## config.mk

```make
export PLATFORM = sky130hd
export DESIGN_NAME = comparador_seq_flat
export DESIGN_NICKNAME = d
export VERILOG_FILES = /design/src/rtl/comparador_seq_if.sv /design/src/rtl/comparador_seq.sv /design/src/flat_wrapper.sv
export SDC_FILE = /design/constraint.sdc
export NUM_CORES = 1
export LEC_CHECK = 0
export ABC_AREA = 1
export CORE_MARGIN = 4
export CORE_UTILIZATION = 45
export DETAILED_ROUTE_END_ITERATION = 10
export PLACE_DENSITY = 0.71
export SETUP_SLACK_MARGIN = 0.05
export SYNTH_ARGS = -nofsm -noshare
export SYNTH_HDL_FRONTEND = slang
export SYNTH_SLANG_ARGS = --single-unit
```

## constraint.sdc

```tcl
create_clock -name clk -period 2.25 [get_ports clk]
set_clock_uncertainty 0.1 [all_clocks]
set_input_delay 0.45 -clock clk [delete_from_list [all_inputs] [get_ports clk]]
set_output_delay 0.45 -clock clk [all_outputs]
set_load 0.02 [all_outputs]
```

## src/rtl/comparador_seq_if.sv

```systemverilog
// comparador_seq_if: start/done request bus carrying the operands and the three-way result.
// Ports: master drives start, A, B (SGN); slave drives busy, done, Eo, Go, Lo.
// SGN exists only when COMPARADOR_SEQ_SIGNED_EN is defined.
interface comparador_seq_if #(parameter int WIDTH = 16);
  logic             start;
  logic [WIDTH-1:0] A;
  logic [WIDTH-1:0] B;
`ifdef COMPARADOR_SEQ_SIGNED_EN
  logic             SGN;
`endif
  logic             busy;
  logic             done;
  logic             Eo;
  logic             Go;
  logic             Lo;
`ifdef COMPARADOR_SEQ_SIGNED_EN
  modport master (output start, A, B, SGN, input busy, done, Eo, Go, Lo);
  modport slave  (input start, A, B, SGN, output busy, done, Eo, Go, Lo);
`else
  modport master (output start, A, B, input busy, done, Eo, Go, Lo);
  modport slave  (input start, A, B, output busy, done, Eo, Go, Lo);
`endif
endinterface

```

## src/rtl/comparador_seq.sv

```systemverilog
// comparador_seq: multi-cycle WIDTH-bit magnitude comparator, CHUNK bits per clock from the LSB chunk up.
// Ports: clk, rst (async active-high), bus (comparador_seq_if.slave: start, A, B, [SGN], busy, done, Eo, Go, Lo).
// Macro COMPARADOR_SEQ_SIGNED_EN adds SGN for two's-complement compares.
module comparador_seq #(
  parameter int WIDTH = 16,
  parameter int CHUNK = 4
) (
  input  logic            clk,
  input  logic            rst,
  comparador_seq_if.slave bus
);
  if (CHUNK < 1 || CHUNK > WIDTH || WIDTH % CHUNK != 0) begin : g_bad_size
    $error("comparador_seq: WIDTH must be a positive multiple of CHUNK");
  end
  localparam int NCH = WIDTH / CHUNK;
  localparam int CW = NCH > 1 ? $clog2(NCH) : 1;
  localparam logic [CHUNK-1:0] MSB = CHUNK'(1) << (CHUNK - 1);
  typedef enum logic {IDLE, RUN} state_t;
  state_t           state;
  logic [CW-1:0]    cnt;
  logic [WIDTH-1:0] a_r, b_r;
  logic             e, g, done, eo, go, lo;
  logic             last, gt, lt, e_n, g_n;
  logic [CHUNK-1:0] flip, ca, cb;
  int               base;
`ifdef COMPARADOR_SEQ_SIGNED_EN
  logic             sgn_r;
  // Flipping both sign bits in the top chunk maps two's-complement order onto unsigned order.
  assign flip = (sgn_r && last) ? MSB : '0;
`else
  assign flip = '0;
`endif
  always_comb begin
    last = cnt == CW'(NCH - 1);
    base = int'(cnt) * CHUNK;
    ca = a_r[base +: CHUNK] ^ flip;
    cb = b_r[base +: CHUNK] ^ flip;
    gt = ca > cb;
    lt = ca < cb;
    e_n = (gt || lt) ? 1'b0 : e;
    g_n = gt ? 1'b1 : lt ? 1'b0 : g;
  end
  always_ff @(posedge clk or posedge rst) begin
    if (rst) begin
      state <= IDLE;
      cnt <= '0;
      a_r <= '0;
      b_r <= '0;
`ifdef COMPARADOR_SEQ_SIGNED_EN
      sgn_r <= 1'b0;
`endif
      e <= 1'b0;
      g <= 1'b0;
      done <= 1'b0;
      eo <= 1'b0;
      go <= 1'b0;
      lo <= 1'b0;
    end else begin
      done <= 1'b0;
      if (state == IDLE) begin
        if (bus.start) begin
          state <= RUN;
          cnt <= '0;
          a_r <= bus.A;
          b_r <= bus.B;
`ifdef COMPARADOR_SEQ_SIGNED_EN
          sgn_r <= bus.SGN;
`endif
          e <= 1'b1;
          g <= 1'b0;
        end
      end else begin
        e <= e_n;
        g <= g_n;
        cnt <= last ? '0 : cnt + CW'(1);
        if (last) begin
          state <= IDLE;
          done <= 1'b1;
          eo <= e_n;
          go <= g_n;
          lo <= ~e_n & ~g_n;
        end
      end
    end
  end
  assign bus.busy = state == RUN;
  assign bus.done = done;
  assign bus.Eo = eo;
  assign bus.Go = go;
  assign bus.Lo = lo;
endmodule

```

## src/flat_wrapper.sv

```systemverilog
// flat-port wrapper written by rule: the top's interface ports become plain ports
module comparador_seq_flat 
#(
  parameter int WIDTH = 16,
  parameter int CHUNK = 4
)
  (clk, rst, bus_start, bus_A, bus_B, bus_busy, bus_done, bus_Eo, bus_Go, bus_Lo);
  comparador_seq_if #(.WIDTH(WIDTH)) bus_i ();
  input  logic clk;
  input  logic rst;
  input wire logic [$bits(bus_i.start)-1:0] bus_start;
  input wire logic [$bits(bus_i.A)-1:0] bus_A;
  input wire logic [$bits(bus_i.B)-1:0] bus_B;
  output wire logic [$bits(bus_i.busy)-1:0] bus_busy;
  output wire logic [$bits(bus_i.done)-1:0] bus_done;
  output wire logic [$bits(bus_i.Eo)-1:0] bus_Eo;
  output wire logic [$bits(bus_i.Go)-1:0] bus_Go;
  output wire logic [$bits(bus_i.Lo)-1:0] bus_Lo;
  assign bus_i.start = bus_start;
  assign bus_i.A = bus_A;
  assign bus_i.B = bus_B;
  assign bus_busy = bus_i.busy;
  assign bus_done = bus_i.done;
  assign bus_Eo = bus_i.Eo;
  assign bus_Go = bus_i.Go;
  assign bus_Lo = bus_i.Lo;
  comparador_seq #(.WIDTH(WIDTH), .CHUNK(CHUNK)) u_core (.clk(clk), .rst(rst), .bus(bus_i));
endmodule
```

* Yosys cells after proc, flatten, opt, wreduce, memory -nomap -nowiden
Cells that the tools add are included.
W data, S select, Z words.
** Cells by class
- $add $sub $neg :: 1
- $lt $le $gt $ge :: 2
- Equal/unequal tests :: 1
- Shift-type cells :: 2
- Mux-type cells :: 15
- Bitwise gates (word level) :: 4
- Reductions and logical operators :: 4
** Operators by type and width (number)
- $shiftx A16 B5 Y4 :: 2
- $mux W1 :: 12
- $mux W2 :: 3
- $gt A4 B4 Y1 :: 1
- $lt A4 B4 Y1 :: 1
- $reduce_and A2 Y1 :: 2
- $not A1 Y1 :: 3
- $add A2 B1 Y2 const B :: 1
- $eq A2 B2 Y1 const B :: 1
- $reduce_bool A2 Y1 :: 1
- $and A1 B1 Y1 :: 1
- $logic_or A1 B1 Y1 :: 1
** Word-level totals
- Register bits :: 41
- Word-level logic and storage cells :: 39

* Depth between registers and ports, before layout
- Depth after elaboration :: 6
- Gate-level depth with buffers :: 13

* Worst setup path after synthesis
OpenSTA, ideal clock, no wires.
- Path kind :: register -> register
- Start point :: reg u_core.cnt[1]
- End point :: reg u_core.lo, in the netlist u_core.bus.Lo
- Library setup time :: 116 ps
- Data arrival time :: 1704 ps
- Data required time :: 2034 ps
- Path slack :: 329 ps
- Cell stages (with the launch flop) :: 11
- Cells stage by stage :: dfrtp_1 -> inv_1 -> clkbuf_1 -> a21oi_1 -> a32o_1 -> ha_1 -> nand2_1 -> nor3_1 -> o21ai_0 -> nand2_1 -> nand2_1
** On the way
- Longest elaborated chain between the ends :: 6
** Ends and longest elaborated chain
- start: declaration :: line comparador_seq.sv:20 : logic [CW-1:0] cnt;
- start signal: assignment :: line comparador_seq.sv:75 : cnt <= last ? '0 : cnt + CW'(1);
- $shiftx A16 B5 Y4 (on tied branches) :: line comparador_seq.sv:36, comparador_seq.sv:37
- $lt A4 B4 Y1 or $gt A4 B4 Y1 (tied branches) :: line comparador_seq.sv:39, comparador_seq.sv:38
- $mux W1 or $logic_or A1 B1 Y1 (tied branches) :: line comparador_seq.sv:41, comparador_seq.sv:40
- $mux W1 (on tied branches) :: line comparador_seq.sv:41, comparador_seq.sv:40
- $not A1 Y1 :: line comparador_seq.sv:81 : lo <= ~e_n & ~g_n;
- $and A1 B1 Y1 :: line comparador_seq.sv:81
- end signal: assignment :: line comparador_seq.sv:81
- end: declaration :: line comparador_seq.sv:22 : logic e, g, done, eo, go, lo;
Parallel ways exist; a longest one is shown, timed or not.
A chain may end at the register's enable or synchronous reset.

* Final worst setup path
- Start point :: reg u_core.state, in the netlist u_core.bus.busy
- End point :: out bus_busy
** RTL lines
- start: declaration :: line comparador_seq.sv:19 : state_t state;
- start signal: assignment :: line comparador_seq.sv:45 : state <= IDLE;
- start signal: assignment :: line comparador_seq.sv:62 : state <= RUN;
- start signal: assignment :: line comparador_seq.sv:77 : state <= IDLE;
- end: declaration :: line flat_wrapper.sv:14 : output wire logic [$bits(bus_i.busy)-1:0] bus_busy;
No word-level cell between the ends.

==> run summary <==
status - completed
power per cell area - 1410 mW/mm2
multi-input logic area - 860 um2
setup TNS - 0 ns
placed instance area - 0.00241 mm2
met1 Use GR - 0.203
DR vias - 1360
Die ar. - 0.00557 mm2
vias per cell - 5.04
global route overflow - 0
FF+latch area - 0.00103 mm2
initial core utilization - 0.482
core area - 0.00414 mm2
Final Net Count - 260
Setup Crit Path Kind - reg -> out
min cycle time layout - 1.98 ns
Final Cycle Share - 0.879
Num CTS Buffers - 5
Most used DFF post-synth - dfrtp_1
Max Cap Violations - 0
unrepaired setup endpoints after global routing - false
final instance area - 0.00253 mm2
critical path arrival - 1.43 ns
Detail Route Antenna Nets - 0
diode count - 0
crit path cell chain - clkdlybuf4s50_1
Site Rows - 23
Non-Filler Instances - 270
Final Core Density - 0.611
dpl ws - 0.194 ns
CP required - 1.70 ns
detailed placer's ending HPWL - 2.70 mm
# setup viols final - 0
clk_lat worst skew - 0.29 ns
syn avg cell area - 11.5 um2
VDD IR max - 729 uV
largest net degree at the start of global routing - 42
Top Family by Delay on Critical Path - buffers and inverters
HP Class - reg -> reg
Initial DRC Count - 98
Cell Area, Synth - 0.00200 mm2
Total GRT Usage - 0.156
Hold Path Depth - 2
Cells after Synth - 174
share of layout cells above drive strength 1 - 0.223
Max Freq - 0.506 GHz
leakage - 0.00121 uW
Slew headroom - 0.614
Worst Reg-to-Reg Cells - 8
synth warn - 0
CTS Root Buffer Type - clkbuf_8
Pre-Repair DR Iteration Count - 4
Post-route DRC - 0
stages on the worst setup path - 1
Most Used Layer, Global Route - met2
global-route wire length before repair - 6.41 mm
met2 usage - 0.231
CTS tree - yes
Post-Place Cells - 259
Worst Slack Setup Final - 0.272 ns
layout overhead on the synthesized area - 26.6%
GPL Wtd Cong - 0.726
Slew Viols, Final - 0
clock sink count - 41
register area share after synthesis - 0.513
largest area contributor in the netlist - dfrtp_1
Async SR Flop Fraction - 1.00
Port Buffer Count - 39
Worst-Margin Slew - 0.579 ns
CTS H-tree lvls - 2
syn nets - 214
Setup crit end kind - output pin
CTS clk-pin slew, worst paths - 0.07 ns
I/O Pins - 40
slowest cell delay on critical path - 0.65 ns
Clock Path Buffers - 2
Final Hold Viols - 0
vias in the first global route - 1350
CP max FO - 7
WL/cell - 14.5 um
Buf/Inv on CP - 1
most frequent cell after synthesis - dfrtp_1
CP max-delay cell - clkdlybuf4s50_1
Seq cells post-synth - 41
Die H - 74.7 um
top post-synthesis cells by count - dfrtp_1, nand2_1, mux2_4, o21ai_0, nor2_1
critical path launch point type - flop
Die Wd - 74.7 um
top cells by area, synth - dfrtp_1, mux2_4, nand2_1
EDFF count, synth - 0
post-synthesis cell type count - 20
fillers - 366
initial antenna violation count - 0
met3 usage - 0.0574
wirelength, routed - 3.91 mm
area fraction of the dominant cell type after synthesis - 0.513
final timing paths:
path,startpoint,slack [ns],to
setup / recovery,u_core.bus.busy,0.27,bus_busy
hold / removal,u_core.bus.Go,0.41,u_core.bus.Go
setup reg to reg,u_core.cnt[0],0.27,u_core.bus.Eo
hold reg to reg,u_core.bus.Go,0.41,u_core.bus.Go
max in group asynchronous,rst,1.19,u_core.cnt[0]
min in group asynchronous,rst,0.48,u_core.b_r[6]
flip-flops by register name (all words and copies together) (netlist names):
signal / cells
u_core.bus.Eo: 1
u_core.bus.Go: 1
u_core.bus.busy: 1
u_core.e: 1
u_core.a_r: 16
u_core.cnt: 2
u_core.b_r: 16
u_core.bus.done: 1
u_core.bus.Lo: 1
u_core.g: 1
through the flow:
step	power (uW)	hold WS [ns]
after floorplan	2640	0.374
after global placement	3010	0.367
after detailed placement	3040	0.388
after CTS	3540	0.406
after global routing	3910	0.420
final	3570	0.408
layout make-up:
type / count / share of cell area
sequential: 41 / 0.406
multi-input combinational: 114 / 0.340
timing repair buffer: 45 / 0.174
clock buffer: 7 / 0.0341
tap: 50 / 0.0247
inverter: 12 / 0.0193
timing repair inverter: 1 / 0.00297
cell usage in the layout, fill, tap and decap left out, drive strengths merged:
cell type      count
dfrtp             41
clkdlybuf4s50     39
mux2              30
nand2             27
o21ai             19
nor2              16
inv               11
a21oi              7
clkbuf             7
buf                6
ha                 5
o22ai              4
nand3              2
clkinvlp           2
a32o               2
or2                1
nor3               1
cell families (layout without fill, tap and decap cells):
| kind of cell | count (synthesis) | count (layout) | share of synthesized area |
|---|---|---|---|
| fa+ha+maj | 5 | 5 | 0.0313 |
| compound gates | 32 | 32 | 0.0876 |
| flops | 41 | 41 | 0.513 |
| mux | 30 | 30 | 0.216 |
| simple gates | 47 | 47 | 0.0951 |
| buf+inv | 19 | 65 | 0.0569 |
layer usage:
metal,wire [um],share of wire,up-vias
met3,315,0.081,8
met1,1830,0.47,633
li1,-,-,676
met2,1690,0.43,43
met5,0,0,-
met4,72,0.018,0
report_power, final:
group	switching (uW)	internal, uW
logic	816	927
clock network	234	243
registers	239	1110
total	1290	2280
what timing repair did:
action	CTS	global route
hold buffers	0	0
gates resized for setup	0	5
setup buffers	0	3
setup endpoints to repair	0	4
Note: power is estimated with default switching activity, not from simulation.
==> variant 1, RTL diff (same flow settings) <==
`WIDTH` is set to 16 in 3 places; all go to 32.
--- a/src/rtl/comparador_seq_if.sv
+++ b/src/rtl/comparador_seq_if.sv
@@ -1,7 +1,7 @@
 // comparador_seq_if: start/done request bus carrying the operands and the three-way result.
 // Ports: master drives start, A, B (SGN); slave drives busy, done, Eo, Go, Lo.
 // SGN exists only when COMPARADOR_SEQ_SIGNED_EN is defined.
-interface comparador_seq_if #(parameter int WIDTH = 16);
+interface comparador_seq_if #(parameter int WIDTH = 32);
   logic             start;
   logic [WIDTH-1:0] A;
   logic [WIDTH-1:0] B;
--- a/src/rtl/comparador_seq.sv
+++ b/src/rtl/comparador_seq.sv
@@ -2,7 +2,7 @@
 // Ports: clk, rst (async active-high), bus (comparador_seq_if.slave: start, A, B, [SGN], busy, done, Eo, Go, Lo).
 // Macro COMPARADOR_SEQ_SIGNED_EN adds SGN for two's-complement compares.
 module comparador_seq #(
-  parameter int WIDTH = 16,
+  parameter int WIDTH = 32,
   parameter int CHUNK = 4
 ) (
   input  logic            clk,
--- a/src/flat_wrapper.sv
+++ b/src/flat_wrapper.sv
@@ -1,7 +1,7 @@
 // flat-port wrapper written by rule: the top's interface ports become plain ports
 module comparador_seq_flat 
 #(
-  parameter int WIDTH = 16,
+  parameter int WIDTH = 32,
   parameter int CHUNK = 4
 )
   (clk, rst, bus_start, bus_A, bus_B, bus_busy, bus_done, bus_Eo, bus_Go, bus_Lo);
Ports: changed (resized bus_A and bus_B); port bits go from 40 to 72. No check against the original RTL was run, so the function may have changed too.
==> variant 1 against the original RTL <==
  * Cell area up 88%
  * Worst setup slack lost 91 ps
  * Area after synthesis rose by 87%
  * Sequential cell count rose by 33
  * Wire length rose by 100%
  * Via count is 91% higher
  * Sequential share of layout area is 1.7 points lower
  * Synthesized cell count rose by 92%
  * Total power is 89% higher
  * Global-route usage up 1.8 points
  * Critical path type is now flip-flop to flip-flop
==> variant 1: results (changes against the original RTL) <==
Synth Area per Inst=11.2 um^2 (-2.6%); post-route non-filler standard cell count=518 (+92%); GR Util met3=4.70% (-1.0 points); via count=2596 (+91%); area growth from synthesis to layout=27.7%; metal3 WL=465 um (+48%); critical-path maximum fanout=21 (+14); Overall Power=6.76 mW (+89%); Routed met1 length=3.65 mm (+99%); Slew HR=65.9% (+4.5 points); Wirelength per Cell=15.4 um (+6.1%); layout cells sized above 1=23.1% (+0.80 points); max incr delay on CP=460 ps (-190 ps); CP top delay family=simple AND/OR/NAND/NOR gates; RD Place Congestion=0.891 (+23%); CP Class=flip-flop to flip-flop; Syn Nets=407 (+90%); drt initial violations=178 (+82%); Global Route Usage Sum=17.4% (+1.8 points); Skew-Pair Late Insertion Delay=340 ps (+50 ps); placed insts=502 (+94%); met2 usage=26.8% (+3.7 points); Synth Area in Adders=2.01% (-1.1 points); maximum number of pins on one net before global-route repair=32 (-24%); nets=484 (+86%); Distinct cells, synth=24 (+20%); met2 wire length=3.71 mm (+120%); Logic power comb=3.32 mW (+91%); status=complete, no violations; Compound-Gate Fraction of Synth Area=12.3% (+3.5 points); dpl ws=169 ps (-25.1 ps); cts bufs inserted=9 (+4); fin crit share=92.0% (+4.1 points); list of most frequent post-synthesis cells=74 x dfrtp_1, 49 x mux2_4, 41 x nand2_1; vias in the first global route=2667 (+98%)
==> variant 1: cell families (layout without fill, tap and decap cells) <==
group / after synthesis / count (layout)
fa+ha+maj: 6 / 6
simple gates: 83 / 83
buf+inv: 45 / 127
compound gates: 77 / 77
flops: 74 / 74
mux: 49 / 49
==> variant 1: timing repair <==
item / CTS / global route
buffers inserted: 0 / 0
hold endpoints to repair: 0 / 0
endpoints found under the setup margin: 0 / 5
gates resized for setup: 0 / 14
==> variant 1: per-stage QoR <==
stage | cell area, um^2 | hold WS [ps]
global route | 4770 | 431
floorplan | 3740 | 366
detailed placement | 4530 | 369
CTS | 4740 | 387
global placement | 4530 | 369
finish | 4770 | 381
==> variant 1: layout make-up <==
type / count / area (um^2) / area share (%)
clock buffers: 12 / 155 / 3.25
multi-input cells: 215 / 1620 / 34.0
well taps: 102 / 128 / 2.68
inverters: 27 / 108 / 2.26
repair buffers: 84 / 853 / 17.9
flip-flops and latches: 74 / 1850 / 38.8
clock inverters: 4 / 50.0 / 1.05
==> variant 2, RTL diff (same settings) <==
Made on the original files. Make the reset (`rst`) synchronous in one clocked block. Comments in the files are not updated.
--- a/src/rtl/comparador_seq.sv
+++ b/src/rtl/comparador_seq.sv
@@ -40,7 +40,7 @@
     e_n = (gt || lt) ? 1'b0 : e;
     g_n = gt ? 1'b1 : lt ? 1'b0 : g;
   end
-  always_ff @(posedge clk or posedge rst) begin
+  always_ff @(posedge clk) begin
     if (rst) begin
       state <= IDLE;
       cnt <= '0;
Function: differs if rst is asserted again (counterexample within 4 cycles, from zero or initial values and one cycle with rst high); with rst held inactive, the same outputs for 10 cycles.
==> variant 2 against the original RTL <==
  * First-iteration DRC count decreased by 8.2%
  * Area after synthesis decreased by 4.1%
  * Worst setup slack got worse by 28 ps
  * Wire length increased by 0.23%
  * Register-to-register slack improved by 90 ps
  * Sequential cell count unchanged
  * Sequential share of layout area decreased by 6.1 points
  * Cell area decreased by 5.9%
Power is not compared: it rests on default switching activity, and its combinational part moved more than twofold at a synthesized area within 25%.
==> variant 2: results (changes against the original RTL) <==
Distinct cells, synth=24 (+20%); Worst EP arrival=1460 ps (+30 ps); root buf cell=clkbuf_8; Wirelength per Cell=11.8 um (-18%); maximum number of pins on one net before global-route repair=38 (-9.5%); H-tree depth=2 (unchanged); top post-synthesis cells by area=dfxtp_1 43%, nor2_2 9.8%, nor2_1 8.4%; layout cells sized above 1=17.4% (-4.8 points); Seq/Total Area, Yosys=42.8% (-8.5 points); Syn Nets=282 (+32%); ys async rst share=0% (-100 points); number of I/O port buffers=39 (unchanged); clock buffer depth=2 (unchanged); P_int=~1.2 mW; Clock Power Share=between 20% and 30%; CP top delay family=buffers and inverters; Skew-Pair Late Insertion Delay=290 ps (about the same); Syn Inst Count=242 (+39%); nets=321 (+23%); dpl ws=216 ps (+22.6 ps); Global Route Usage Sum=15.6% (-0.049 points); status=complete, no violations; most common flop cell mapped by yosys=dfxtp_1; antenna violations before repair=0 (unchanged); YS warnings=0 (unchanged); Via density=4.93 (-2.2%); Logic pwr share=slightly below 20%; list of most frequent post-synthesis cells=43 x nor2_1, 41 x dfxtp_1, 30 x nor2_2; RD Place Congestion=0.756 (+4.2%); clk slew on worst S/H paths=70 ps (about the same); drt initial violations=90 (-8.2%); dpl hpwl=2.79 mm (+3.4%); vias in the first global route=1469 (+8.8%); Leak=0.964 nW; Worst Hold Class=flip-flop to flip-flop; biggest registers after layout=u_core.a_r (16), u_core.b_r (16), u_core.cnt (2); placed inst area=2290 um^2 (-4.6%); setup_tns=0 ps (unchanged); Logic power comb=317 uW; max incr delay on CP=670 ps (+20 ps); Slew HR=76.6% (+15 points); cts bufs inserted=5 (unchanged); maximum vdd drop=364 uV; Critical-path top delay cell=clkdlybuf4s50_1; first-pass GRT wire length=6.53 mm (+1.9%); Total Wirelength=3.92 mm (+0.23%); router iterations before antenna repair=4 (unchanged); critical-path maximum fanout=6 (-1); diode count=0 (unchanged)
-- variant 2: changes by cell type after synthesis, sizes merged, moves of 2 or more --
cell   before  now
mux2       30    0
a32o        2    4
nor2       16   75
nand3       2    5
o21ai      19   44
buf         5   12
dfxtp       0   41
a21oi       7    9
dfrtp      41    0
-- variant 2: final timing paths --
path              cells after the start  slack [ps]            start             to
setup reg to reg                      9         360    u_core.cnt[0]  u_core.bus.Lo
hold reg to reg                       2         370         u_core.g       u_core.g
hold / removal                        2         370         u_core.g       u_core.g
setup / recovery                      1         240  u_core.bus.busy       bus_busy
-- variant 2: metrics by stage --
stage	hold WS, ps	utilization, %
3_5_place_dp	361	56.6
5_1_grt	391	58.7
2_1_floorplan	337	-
3_3_place_gp	354	56.6
6_report	367	58.7
4_1_cts	371	58.7
-- variant 2: final cells by class --
type                            instances  area, um^2
Multi-Input combinational cell        176         911
Tap cell                               50        62.6
Clock buffer                            7        86.3
Fill cell                             396        1680
Inverter                               12        52.6
Timing Repair Buffer                   45         448
Sequential cell                        41         822
-- variant 2: repair_timing --
item | 4_1_cts | 5_1_grt
buffers inserted | 0 | 0
hold endpoints to repair | 0 | 0
setup endpoints to repair | 0 | 4
gates resized for setup | 0 | 1
-- variant 2: cell families after synthesis --
kind of cell	count (synthesis)	synth area share, %
flops	41	42.8
compound gates	61	17.2
buf+inv	25	9.72
fa+ha+maj	5	3.26
simple gates	110	27.0
-- variant 2: metal layers --
| metal | part of all wire, % | vias up | global-route usage [%] |
|---|---|---|---|
| met3 | 6.4 | 5 | 4.38 |
| met5 | 0 | - | 0 |
| met4 | 1.0 | 0 | 6.15 |
| li1 | - | 870 | - |
| met2 | 45 | 32 | 24.5 |
| met1 | 48 | 724 | 20.1 |
